<file path="src/rtl/pp_accumulator.sv">
// Decodes sign/mantissa/exponent partial products and sums groups of NUM_PP terms.
// Saturating adds are built only when PP_ACC_SAT_EN is defined; otherwise adds wrap and out_sat is 0.
//
// state | meaning
// ACCUM | cnt counting terms of the current group, pipeline advancing
// HOLD  | out_valid & ~out_ready, stage A and stage B frozen
module pp_accumulator #(
   parameter int NUM_PP  = 9,
   parameter int ACC_W   = 32,
   parameter int EXP_MAX = 22
) (
   input  logic             clk,
   input  logic             rst,
   input  logic             in_valid,
   output logic             in_ready,
   input  logic [4:0]       in_pp,
   input  logic [4:0]       in_exp,
   output logic             out_valid,
   input  logic             out_ready,
   output logic [ACC_W-1:0] out_sum,
   output logic             out_err,
   output logic             out_sat
);
   localparam int CNT_W = $clog2(NUM_PP);
   localparam logic [CNT_W-1:0] CNT_LAST = CNT_W'(NUM_PP - 1);
   localparam logic [5:0] EXP_LIM = 6'(EXP_MAX);

   logic             stall;
   logic             hidden;
   logic             dec_err;
   logic [ACC_W-1:0] mag;
   logic [ACC_W-1:0] dec_value;
   logic             va;
   logic [ACC_W-1:0] a_value;
   logic             a_err;
   logic [ACC_W-1:0] acc;
   logic [CNT_W-1:0] cnt;
   logic             err_sticky;
   logic             grp_step;
   logic             grp_last;
   logic [ACC_W-1:0] sum_raw;
   logic [ACC_W-1:0] sum_next;

   assign stall    = out_valid & ~out_ready;
   assign in_ready = ~stall;
   assign grp_step = va & ~stall;
   assign grp_last = grp_step & (cnt == CNT_LAST);

   always_comb begin
      hidden    = in_pp[3];
      mag       = {{(ACC_W-4){1'b0}}, 1'b1, in_pp[2:0]} << in_exp;
      dec_err   = hidden & ({1'b0, in_exp} > EXP_LIM);
      dec_value = '0;
      if (hidden && !dec_err)
         dec_value = in_pp[4] ? (~mag + 1'b1) : mag;
   end

   // Stage A: while not stalled in_ready is 1, so va simply follows in_valid.
   always_ff @(posedge clk) begin
      if (!rst) begin
         va      <= 1'b0;
         a_value <= '0;
         a_err   <= 1'b0;
      end else if (!stall) begin
         va      <= in_valid;
         a_value <= dec_value;
         a_err   <= dec_err;
      end
   end

   assign sum_raw = acc + a_value;

`ifdef PP_ACC_SAT_EN
   localparam logic [ACC_W-1:0] SAT_MAX = {1'b0, {(ACC_W-1){1'b1}}};
   localparam logic [ACC_W-1:0] SAT_MIN = {1'b1, {(ACC_W-1){1'b0}}};

   logic sum_clip;
   logic sat_sticky;

   always_comb begin
      sum_clip = (acc[ACC_W-1] == a_value[ACC_W-1]) && (sum_raw[ACC_W-1] != acc[ACC_W-1]);
      sum_next = sum_raw;
      if (sum_clip)
         sum_next = acc[ACC_W-1] ? SAT_MIN : SAT_MAX;
   end

   always_ff @(posedge clk) begin
      if (!rst) begin
         sat_sticky <= 1'b0;
         out_sat    <= 1'b0;
      end else if (grp_last) begin
         out_sat    <= sat_sticky | sum_clip;
         sat_sticky <= 1'b0;
      end else if (grp_step) begin
         sat_sticky <= sat_sticky | sum_clip;
      end
   end
`else
   assign sum_next = sum_raw;
   assign out_sat  = 1'b0;
`endif

   always_ff @(posedge clk) begin
      if (!rst) begin
         acc        <= '0;
         cnt        <= '0;
         err_sticky <= 1'b0;
         out_valid  <= 1'b0;
         out_sum    <= '0;
         out_err    <= 1'b0;
      end else begin
         if (grp_last) begin
            out_sum    <= sum_next;
            out_err    <= err_sticky | a_err;
            acc        <= '0;
            cnt        <= '0;
            err_sticky <= 1'b0;
         end else if (grp_step) begin
            acc        <= sum_next;
            cnt        <= cnt + 1'b1;
            err_sticky <= err_sticky | a_err;
         end
         // A completing group wins over the consumer draining the previous one.
         if (grp_last)
            out_valid <= 1'b1;
         else if (out_ready)
            out_valid <= 1'b0;
      end
   end
endmodule

</file>
<file path="config.mk">
export PLATFORM = sky130hd
export DESIGN_NAME = pp_accumulator
export DESIGN_NICKNAME = d
export VERILOG_FILES = /design/src/rtl/pp_accumulator.sv
export SDC_FILE = /design/constraint.sdc
export NUM_CORES = 1
export LEC_CHECK = 0
export ABC_AREA = 1
export CAP_MARGIN = 20
export CORE_UTILIZATION = 37
export CTS_CLUSTER_SIZE = 25
export DETAILED_ROUTE_END_ITERATION = 7
export PLACE_DENSITY = 0.58
export SYNTH_ARGS = -nofsm -noshare
export SYNTH_HDL_FRONTEND = slang
export SYNTH_SLANG_ARGS = --single-unit
</file>
<file path="constraint.sdc">
create_clock -name clk -period 2.9 [get_ports clk]
set_input_delay 0.58 -clock clk [delete_from_list [all_inputs] [get_ports clk]]
set_output_delay 0.58 -clock clk [all_outputs]
set_load 0.05 [all_outputs]
</file>
==> flow_metrics.py, run 1 <==
metrics = {
    "placement": {
        "dpl-instance-area_um2": 7700,
        "place_worst_setup_slack_ns": 0.0188,
        "routabilityCongestion": 0.920,
        "post-dp-hpwl_um": 15100,
        "port_buffers": 48,
    },
    "final_layout": {
        "drive_gt1_share_pct": 8.68,
        "seq_area_um2": 2100,
        "fin_util_pct": 44.1,
        "fillers": 1913,
        "final_common_cell": "nand2_1",
        "multi_input_area_um2": 4160,
        "areaGrowthSynthToFinish_pct": 15.8,
        "post-route-cell-area_um2": 7980,
        "layout_common_cells": "282 x nand2_1, 140 x nor2_1, 110 x inv_1",
        "antenna_cells": 0,
        "nNetsFinal": 1162,
    },
    "floorplanning": {
        "pin_count": 50,
        "core-area_um2": 18100,
        "dieArea_um2": 19200,
        "die_h_um": 138,
        "start_util_pct": 38.1,
        "core.rowCount": 49,
        "die_w_um": 138,
    },
    "global_routing": {
        "grt_overflow": 0,
        "antenna_found_initial": 0,
        "grt_max_degree": 32,
        "track_usage_pct": 20.6,
        "grt_pass1_wl_um": 31700,
        "first_global_vias": 6286,
    },
    "timing": {
        "setup_viol": 0,
        "finalMaxSlewViolations": 0,
        "rsz0062_at_grt": "false",
        "fin_setup_tns_ns": 0,
        "relSlewSlack_pct": 57.0,
        "finalHoldViolations": 0,
        "fmax_ghz": 0.402,
        "clock-skew-final_ns": 0.0111,
        "setup_ws_ns": 0.410,
        "finalCritPeriodShare_pct": 85.8,
        "fin_crit_ns": 2.49,
        "worstMarginPinSlew_ns": 0.644,
    },
    "synth": {
        "synth_seq_cells": 105,
        "synthCells": 1060,
        "yosysUniqueCellTypes": 57,
        "syn_area_um2": 6890,
        "syn_nets": 1109,
        "avgSynthCellArea_um2": 6.50,
        "synth_warnings": 0,
        "ys_seq_area_share_pct": 30.5,
        "synth_edf_count": 0,
        "synthFlopType": "dfxtp_1",
        "async_flop_share_pct": 0,
    },
    "routing": {
        "vias": 6624,
        "drcViolationCount": 8,
        "wl_um": 18800,
        "wire_per_inst_um": 13.9,
        "avgViaCountPerCell": 4.92,
        "postRouteAntennaNets": 0,
        "detail_route.iter0.violations": 416,
        "firstDrtPassIters": 8,
    },
    "worst_setup_path": {
        "cp.depth": 16,
        "critPathRequiredTime_ns": 3.16,
        "cp_top_family": "simple AND/OR/NAND/NOR gates",
        "cp_max_fo": 5,
        "slowest_stage": "clkdlybuf4s50_1",
        "crit_type": "in -> reg",
        "cp-end-kind": "flop",
        "worstPathArrival_ns": 2.75,
        "rr_startpoint": "a_value[0]",
        "cp_num_buf_inv": 5,
        "slowest_delay_ns": 0.54,
        "worstPathCellList": "clkdlybuf4s50_1 > inv_6 > nand3_1 > nor2_1 > inv_1 > nor3_1 > inv_1 > ha_1 > nand3_1 > nand2_2 > nand2_1 > clkinv_1 > nand4_2 > nand2_1 > nand3_1 > nand2_1",
        "reg2reg_depth": 13,
        "cp-start-kind": "input pin",
        "rr_endpoint": "acc[18]",
        "ff2ff_setup_slack_ns": 0.43,
    },
    "run_status": {
        "violations": "design-rule violations",
        "status": "finished with violations",
    },
    "clocking": {
        "clk_pin_slew_ns": 0.07,
        "root_buffer": "clkbuf_16",
        "ctsHtreeMaxLevel": 3,
        "cts_resized": 0,
        "clkSinkCount": 105,
        "cts_buffers": 9,
        "hold_buffers": 0,
        "clock_latency_ns": 0.36,
        "clk_path_buf_depth": 2,
        "cts_setup_buffers": 0,
        "cts_tree": "built",
    },
    "min_path": {
        "whs_path_depth": 2,
        "hp-start": "out_sum[29]",
        "holdPathEnd": "out_sum[29]",
        "hp-class": "reg -> reg",
    },
    "power_and_ir_drop": {
        "ir_drop_uv": 235,
        "power_mw": 3.35,
        "p_leak_nw": 3.90,
        "p_per_area_nw_per_um2": 420,
    },
    "job": {
        "drv_cap": 0,
    },
}
Yosys cell counts, drive strengths merged, types with 2 or more instances:
library cell | number | share of area, %
nand4 | 21 | 2.3
a31oi | 3 | 0.27
nand2 | 295 | 17
ha | 34 | 6.2
o21ai | 75 | 5.6
a21o | 8 | 0.89
dfxtp | 105 | 31
nand3 | 89 | 7.3
buf | 18 | 1.7
o31ai | 3 | 0.33
inv | 119 | 6.6
nor3 | 10 | 0.80
nor2 | 150 | 8.8
clkbuf | 14 | 0.76
nand3b | 5 | 0.54
o211ai | 11 | 1.2
a21boi | 2 | 0.22
a22o | 3 | 0.38
xnor2 | 8 | 1.0
a21oi | 55 | 4.0
or2 | 4 | 0.36
nor4 | 2 | 0.18
xor2 | 8 | 1.0
o21a | 6 | 0.65
cells by family after synthesis:
kind of cell | count (synthesis) | share of synthesized area [%]
xor gates and xnor gates | 16 | 2.03
and+or+nand+nor | 579 | 37.3
AOI/OAI and AO/OA | 172 | 14.5
adders and majority gates | 35 | 6.46
DFF | 105 | 30.5
buffers and inverters | 152 | 9.10
other | 1 | 0.0544
metrics by stage:
stage          instances  hold slack, ns
5_1_grt             1347           0.478
3_5_place_dp        1331           0.441
2_1_floorplan       1060           0.422
3_3_place_gp        1331           0.433
6_report            1347           0.451
4_1_cts             1347           0.455
layer usage:
metal | vias up | share of wire (%) | track usage [%]
li1 | 3552 | - | -
met1 | 2938 | 52 | 28.8
met2 | 116 | 43 | 32.4
met3 | 18 | 3.9 | 3.19
met4 | 0 | 1.4 | 6.45
met5 | - | 0 | 0
where the power goes:
group | switching [mW] | internal (mW)
Clock | 0.584 | 0.596
Combinational | 0.409 | 0.223
Sequential | 0.0422 | 1.49
worst max-delay path by stage:
stage | end | from | slack [ns]
2_1_floorplan | a_value[18] | in_exp[1] | 0.69
3_3_place_gp | a_value[18] | in_exp[0] | 0.06
3_5_place_dp | a_value[18] | in_exp[0] | 0.02
4_1_cts | a_value[18] | in_exp[0] | 0.40
5_1_grt | a_value[18] | in_exp[0] | 0.16
6_report | a_value[18] | in_exp[0] | 0.41
worst min-delay path: stages, from the launching register on:
cell     delay, ns
dfxtp_1       0.31
nand2_1       0.06
nand2_1       0.04
registers in the layout (all words and copies together) (netlist names):
register	flops
a_err	1
a_value	32
acc	32
cnt	4
err_sticky	1
out_err	1
out_sum	32
out_valid	1
va	1
layout make-up:
class / count / area share (%)
clock buffers: 10 / 2.87
multi-input cells: 803 / 52.2
clock inverters: 6 / 0.627
well taps: 229 / 3.59
flip-flops and latches: 105 / 26.3
inverters: 120 / 5.77
repair buffers: 74 / 8.59
No activity file was read; power rests on OpenSTA's default activity.
==> inputs of run 2 (changes only) <==
--- a/config.mk
+++ b/config.mk
@@ -7,10 +7,10 @@
 export LEC_CHECK = 0
 export ABC_AREA = 1
 export CAP_MARGIN = 20
-export CORE_UTILIZATION = 37
+export CORE_UTILIZATION = 55
 export CTS_CLUSTER_SIZE = 25
 export DETAILED_ROUTE_END_ITERATION = 7
-export PLACE_DENSITY = 0.58
+export PLACE_DENSITY = 0.78
 export SYNTH_ARGS = -nofsm -noshare
 export SYNTH_HDL_FRONTEND = slang
 export SYNTH_SLANG_ARGS = --single-unit
==> flow_metrics.py, run 2 (synthesis results as in run 1) <==
metrics = {
    "worst_setup_path": {
        "cp-end-kind": "flop",
        "cp_max_fo": 4,
        "cp-start-kind": "flop",
        "reg2reg_depth": 11,
        "ff2ff_setup_slack_ns": 0.40,
        "rr_endpoint": "acc[20]",
        "worstPathArrival_ns": 2.75,
        "critPathRequiredTime_ns": 3.15,
        "crit_type": "reg -> reg",
        "rr_startpoint": "a_value[0]",
    },
    "global_routing": {
        "grt_pass1_wl_um": 29600,
        "grt_overflow": 0,
        "top_usage_layer": "met2",
        "grt_max_degree": 32,
        "use_met2_pct": 45.9,
        "track_usage_pct": 28.8,
        "use_met1_pct": 40.1,
        "antenna_found_initial": 0,
        "first_global_vias": 6136,
        "grtUsageMet3_pct": 4.94,
    },
    "min_path": {
        "whs_path_depth": 2,
        "holdPathEnd": "err_sticky",
        "hp-class": "reg -> reg",
        "hp-start": "err_sticky",
    },
    "floorplanning": {
        "pin_count": 50,
        "die_w_um": 114,
        "die_h_um": 114,
        "start_util_pct": 56.9,
        "core.rowCount": 40,
        "core-area_um2": 12100,
        "dieArea_um2": 13000,
    },
    "timing": {
        "whs_ns": 0.449,
        "fin_setup_tns_ns": 0,
        "finalHoldViolations": 0,
        "setup_viol": 0,
        "relSlewSlack_pct": 57.3,
        "worstMarginPinSlew_ns": 0.634,
        "finalMaxSlewViolations": 0,
        "rsz0062_at_grt": "false",
        "fmax_ghz": 0.400,
        "setup_ws_ns": 0.401,
        "clock-skew-final_ns": 0.00717,
        "fin_crit_ns": 2.50,
        "finalCritPeriodShare_pct": 86.2,
    },
    "clocking": {
        "hold_buffers": 0,
        "root_buffer": "clkbuf_16",
        "clkSinkCount": 105,
        "cts_buffers": 9,
        "cts_tree": "built",
        "cts_setup_buffers": 0,
        "ctsHtreeMaxLevel": 3,
        "cts_resized": 0,
        "clock_latency_ns": 0.35,
        "clk_pin_slew_ns": 0.07,
        "clk_path_buf_depth": 2,
    },
    "final_layout": {
        "layout_common_cells": "282 x nand2_1, 140 x nor2_1, 110 x inv_1",
        "areaGrowthSynthToFinish_pct": 14.3,
        "fin_cells": 1283,
        "nNetsFinal": 1159,
        "final_common_cell": "nand2_1",
        "antenna_cells": 0,
        "drive_gt1_share_pct": 8.43,
        "reg.largest.list": "a_value (32), acc (32), out_sum (32)",
        "post-route-cell-area_um2": 7880,
    },
    "run_status": {
        "status": "finished clean",
    },
    "routing": {
        "postRouteAntennaNets": 0,
        "wl_um": 17800,
        "detail_route.iter0.violations": 424,
        "firstDrtPassIters": 5,
        "drcViolationCount": 0,
        "avgViaCountPerCell": 5.29,
        "vias": 6792,
        "wire_per_inst_um": 13.9,
    },
    "placement": {
        "dp_cells": 1267,
        "port_buffers": 48,
        "place_worst_setup_slack_ns": 0.0753,
        "post-dp-hpwl_um": 14100,
        "routabilityCongestion": 0.942,
        "dpl-instance-area_um2": 7590,
    },
    "job": {
        "drv_cap": 0,
    },
    "power_and_ir_drop": {
        "p_per_area_nw_per_um2": 426,
        "p_leak_nw": 3.88,
        "ir_drop_uv": 281,
    },
}
==> run 2: changes by cell type in the layout (fill, tap and decap cells not counted) <==
cell	delta
buf_12	-1
clkinvlp_4	+1
clkbuf_8	+2
inv_6	-1
buf_4	-2
clkinv_2	-1
clkinv_4	-1
==> run 2: cell type report <==
cell class	instances	area (µm²)
inverter	120	460
fill	1181	4230
timing repair buffer	71	651
clock inverter	4	35.0
sequential	105	2100
clock buffer	12	256
tap	168	210
multi-input combinational	803	4160
==> run 2: where the power goes <==
part	leakage, nW	switching (mW)	internal, mW	total (mW)
logic	2.89	0.408	0.220	0.628
registers	0.854	0.0413	1.49	1.54
clock network	0.137	0.552	0.639	1.19
==> run 2: stage by stage <==
step / utilization (%) / total power [mW]
2_1_floorplan: - / 2.02
6_report: 65.1 / 3.36
3_5_place_dp: 62.6 / 2.19
5_1_grt: 65.1 / 3.52
4_1_cts: 65.1 / 3.37
3_3_place_gp: 62.6 / 2.18
==> run 2: worst max-delay path: stages (launching register included) <==
cell and delay [ns]:
dfxtp_1 0.33, ha_1 0.26, fa_1 0.43, nand3_1 0.09, nand2_1 0.10, nand3_1 0.09
nand2_1 0.09, a21oi_1 0.35, o21ai_0 0.22, xor2_1 0.22, o21ai_0 0.18, inv_1 0.05
==> run 2: how the worst max path moves through the flow <==
stage                     cells after the start       start     endpoint  slack (ns)
after global placement                       13   in_exp[3]  a_value[29]        0.10
after detailed placement                     16   in_exp[0]  a_value[18]        0.08
final                                        11  a_value[0]      acc[20]        0.40
after global routing                         13  a_value[0]  out_sum[22]        0.20
after CTS                                    13  a_value[0]  out_sum[22]        0.43
after floorplan                              16   in_exp[1]  a_value[18]        0.69
==> run 2: metal layers <==
layer / vias up / routed length, µm
met3: 19 / 978
li1: 3562 / -
met5: - / 0
met1: 3058 / 8720
met2: 153 / 7800
met4: 0 / 267
